$ cat config.mk
export PLATFORM = sky130hd
export DESIGN_NAME = rv32i_halt_monitor
export DESIGN_NICKNAME = d
export VERILOG_FILES = /design/src/rtl/rv32i_halt_monitor.sv
export SDC_FILE = /design/constraint.sdc
export NUM_CORES = 1
export LEC_CHECK = 0
export CAP_MARGIN = 20
export CORE_UTILIZATION = 45
export DETAILED_ROUTE_END_ITERATION = 10
export PLACE_DENSITY_LB_ADDON = 0.05
export SYNTH_ARGS = -nofsm -noshare
export SYNTH_HDL_FRONTEND = slang
export SYNTH_SLANG_ARGS = --single-unit
$ cat constraint.sdc
create_clock -name clk_i -period 3.8 [get_ports clk_i]
set_input_delay 0.76 -clock clk_i [delete_from_list [all_inputs] [get_ports clk_i]]
set_output_delay 0.76 -clock clk_i [all_outputs]
set_load 0.05 [all_outputs]
$ cat src/rtl/rv32i_halt_monitor.sv
// rv32i_halt_monitor: end-of-program detector and watchdog fed from instruction-memory read data
// Ports: clk_i/reset_i (sync, active-high); enable_i gates all activity; inst_valid_i/inst_i fetch stream;
//        halt_o/timeout_o/done_o sticky flags; pair_cnt_o halt/fill pairs; cycle_cnt_o enabled cycles;
//        inst_cnt_o accepted fetches
module rv32i_halt_monitor #(
   parameter logic [31:0] HALT_INST      = 32'h0000006F,
   parameter logic [31:0] FILL_INST      = 32'h00000013,
   parameter int          REPEAT_N       = 5,
   parameter int          CONSECUTIVE    = 0,
   parameter int          TIMEOUT_CYCLES = 1500,
   parameter int          CNT_W          = 32
) (
   input  logic             clk_i,
   input  logic             reset_i,
   input  logic             enable_i,
   input  logic             inst_valid_i,
   input  logic [31:0]      inst_i,
   output logic             halt_o,
   output logic             timeout_o,
   output logic             done_o,
   output logic [7:0]       pair_cnt_o,
   output logic [CNT_W-1:0] cycle_cnt_o,
   output logic [CNT_W-1:0] inst_cnt_o
);
   localparam logic [2:0] S_IDLE = 3'd0, S_GOT = 3'd1, S_SKIP = 3'd2, S_HALTED = 3'd3, S_TMO = 3'd4;
   logic [2:0]       r_state, w_state_nxt;
   logic [7:0]       r_pair, w_pair_nxt, w_pair_inc;
   logic [CNT_W-1:0] r_cycle, r_inst, w_cyc_inc;
   logic             r_halt, r_tmo, r_done;
   logic             w_live, w_acc, w_is_halt, w_is_fill, w_halt_hit, w_wd_hit, w_cyc_sat, w_inst_sat;
   assign w_live     = enable_i && r_state != S_HALTED && r_state != S_TMO;
   assign w_acc      = w_live && inst_valid_i;
   assign w_is_halt  = inst_i == HALT_INST;
   assign w_is_fill  = inst_i == FILL_INST;
   assign w_pair_inc = r_pair + 8'd1;
   assign w_cyc_inc  = r_cycle + 1'b1;
   assign w_cyc_sat  = &r_cycle;
   assign w_inst_sat = &r_inst;
   assign w_halt_hit = w_acc && r_state == S_GOT && w_is_fill && w_pair_inc == 8'(REPEAT_N);
   assign w_wd_hit   = TIMEOUT_CYCLES != 0 && w_live && !w_cyc_sat && w_cyc_inc == CNT_W'(TIMEOUT_CYCLES);
   always_comb begin
      w_state_nxt = r_state;
      w_pair_nxt  = r_pair;
      if (w_acc) begin
         case (r_state)
            S_IDLE: begin
               w_state_nxt = w_is_halt ? S_GOT : S_IDLE;
               w_pair_nxt  = (!w_is_halt && CONSECUTIVE != 0) ? 8'd0 : r_pair;
            end
            S_GOT: begin
               w_state_nxt = w_is_fill ? S_IDLE : S_SKIP;
               w_pair_nxt  = w_is_fill ? w_pair_inc : 8'd0;
            end
            S_SKIP:  w_state_nxt = S_IDLE;
            default: w_state_nxt = r_state;
         endcase
      end
      // halt completion takes priority over a coincident watchdog expiry
      if (w_wd_hit) w_state_nxt = S_TMO;
      if (w_halt_hit) w_state_nxt = S_HALTED;
   end
   always_ff @(posedge clk_i) begin
      if (reset_i) begin
         r_state <= S_IDLE;
         r_pair  <= '0;
         r_cycle <= '0;
         r_inst  <= '0;
         r_halt  <= 1'b0;
         r_tmo   <= 1'b0;
         r_done  <= 1'b0;
      end else begin
         r_state <= w_state_nxt;
         r_pair  <= w_pair_nxt;
         if (w_live && !w_cyc_sat) r_cycle <= w_cyc_inc;
         if (w_acc && !w_inst_sat) r_inst <= r_inst + 1'b1;
         r_halt  <= r_halt | w_halt_hit;
         r_tmo   <= r_tmo | (w_wd_hit & ~w_halt_hit);
         r_done  <= r_done | w_halt_hit | w_wd_hit;
      end
   end
   assign halt_o      = r_halt;
   assign timeout_o   = r_tmo;
   assign done_o      = r_done;
   assign pair_cnt_o  = r_pair;
   assign cycle_cnt_o = r_cycle;
   assign inst_cnt_o  = r_inst;
endmodule

==> results.cfg <==
[timing]
slew_headroom = 0.565
hold_viol_final = 0
rsz0062_at_grt = false
drv_slew = 0
layout_setup_ws_ns = 0.963
setup_violations = 0
skew_ns = 0.0111
finalSetupTns_ns = 0
layout_min_cycle_time_ns = 2.84
timing.fmax_ghz = 0.352
worst_pin_slew_ns = 0.646
finalCritPeriodShare = 0.747

[clocking]
ctsHoldBuffers = 0
clk_pin_slew_ns = 0.08
cts-resized-gates = 0
cts_setup_buffers = 0
cts_inserted_buffers = 9
clkLatencyLatePin_ns = 0.34
cts_root_buf = clkbuf_8
clock_path_buffers = 2
h-tree-depth = 3
tritoncts = done
clock_sinks = 78

[synth]
yosys-top-cells-count = nor2_1, dfxtp_1, nand2_1
synth_area_leaders = dfxtp_1, xnor2_1, nor2_1, xor2_1, nand3_1
ys.warnings.count = 0
synth_top_cell_by_area = dfxtp_1
synth_edf_count = 0
syn_inst = 523
synth.net_count = 563
seq_area_frac_synth = 0.374
yosysTopAreaCellShare = 0.374
ys_dominant_reg_cell = dfxtp_1
syn_avg_cell_area_um2 = 7.98
synth-seq-cells = 78
synthArstFlopShare = 0
synth.distinct_cells = 44
post-synth-top-count-cell = nor2_1
netlist_area_um2 = 4180

[drt]
wl_per_cell_um = 14.2
dr.pass1.iters = 7
first_iter_violations = 192
vias = 4041
postRouteAntennaNets = 0
drc = 12
routed_via_density = 5.48
finalWirelength_mm = 10.5

[die]
initial_core_util = 0.472
dieArea_um2 = 9670
io_pins = 111
fp.dieH_um = 98.3
coreArea_um2 = 8850
die_x_um = 98.3
placementRows = 34

[worst_setup_path]
crit_path_end_kind = flip-flop
start_kind = flip-flop
cp.required_ns = 4.02
cp_max_fo = 7
arrival_ns = 3.05
regToRegSetupSlack_ns = 0.96
setup.worst_path.class = reg2reg

[global_route]
grt-ovfl-total = 0
grt.total_usage = 0.224
antenna_found_initial = 0
grt_pass1_vias = 3718
grt_pass1_wl_mm = 17.5
grt_max_degree = 35

[placed_design]
post-place-ws_ns = 0.688
gp_congestion = 0.888
port_buffers = 110
place_hpwl_mm = 7.63
placed_cell_area_um2 = 5350

[final_layout]
n_antenna_cell = 0
syn_to_final_growth_pct = 33.1
stdcell_area_um2 = 5560
post_route_cells_drive_above_1_share = 0.0524
nets = 665

[pwr]
leakagePower_nw = 1.84
power_density_nw_per_um2 = 283
vdd_drop_max_mv = 0.215

[hold_path]
hp-class = reg2reg

[job]
cap_violations = 0

[status]
outcome = finished with violations
failed_checks = design-rule violations
==> routing by layer <==
metal  global-route usage  part of all wire  vias up
met4               0.0987             0.024        0
met3               0.0458             0.063       19
met2                0.353              0.44      122
met1                0.297              0.47     1875
met5                    0                 0        -
li1                     -                 -     2025
==> layout make-up <==
cell class / instances / area (um2)
multi-input cells: 404 / 2460
well taps: 108 / 135
flip-flops and latches: 78 / 1560
clock inverters: 3 / 42.5
clock buffers: 13 / 159
fillers: 808 / 3290
repair buffers: 116 / 1140
inverters: 16 / 60.1
==> per-stage QoR <==
stage / utilization / total power (W) / hold slack, ns / instances
6_report: 0.628 / 0.00157 / 0.472 / 738
3_3_place_gp: 0.605 / 0.000958 / 0.458 / 722
2_1_floorplan: - / 0.000903 / 0.510 / 523
5_1_grt: 0.628 / 0.00164 / 0.499 / 738
4_1_cts: 0.628 / 0.00159 / 0.479 / 738
3_5_place_dp: 0.605 / 0.000960 / 0.467 / 722
==> report_power, final <==
part	internal (W)	switching (W)
clock	0.000339	0.000294
sequential	0.000822	0.00000875
combinational	0.0000547	0.0000548
==> critical path: stages, from the launching register on <==
cell and delay [ns]:
dfxtp_1 0.43, ha_1 0.30, nand2_1 0.09, nor4_1 0.39, nand3_1 0.14, or4b_4 0.54, a2111oi_4 0.30, nand4_2 0.20
a21bo_2 0.25, a221oi_1 0.06
==> worst paths after layout <==
kind | from | depth (start not counted) | endpoint
worst min register to register | timeout_o | 2 | timeout_o
worst max register to register | cycle_cnt_o[0] | 9 | r_state[0]
worst min-delay path | timeout_o | 2 | timeout_o
worst max-delay path | cycle_cnt_o[0] | 9 | r_state[0]
==> sequential cells by signal (all words and copies together) (netlist names) <==
name	count
pair_cnt_o	8
r_state	3
inst_cnt_o	32
done_o	1
timeout_o	1
cycle_cnt_o	32
halt_o	1
==> cell usage in the layout (no fill, tap or decap), types with 6 or more instances in the layout <==
cell	instances
nor3_1	23
and2_1	7
or3_1	8
xnor2_1	37
buf_4	6
and4_1	7
nand2_1	41
clkbuf_8	11
nor2_1	80
a21oi_1	16
clkdlybuf4s50_1	109
o21ai_0	11
nand3_1	33
nand3b_1	6
nor4_1	13
and3_1	17
a31oi_1	6
nand4_1	22
xor2_1	32
inv_1	16
dfxtp_1	78
==> kinds of logic (layout without fill, tap and decap cells) <==
logic type	after synthesis	count (layout)	share of synthesized area
simple gates	279	279	0.346
fa+ha+maj	4	4	0.0120
buf+inv	41	148	0.0378
flops	78	78	0.374
compound gates	48	48	0.0761
xor+xnor	69	69	0.145
mux	4	4	0.00989
No activity file was read; power rests on OpenSTA's default activity.
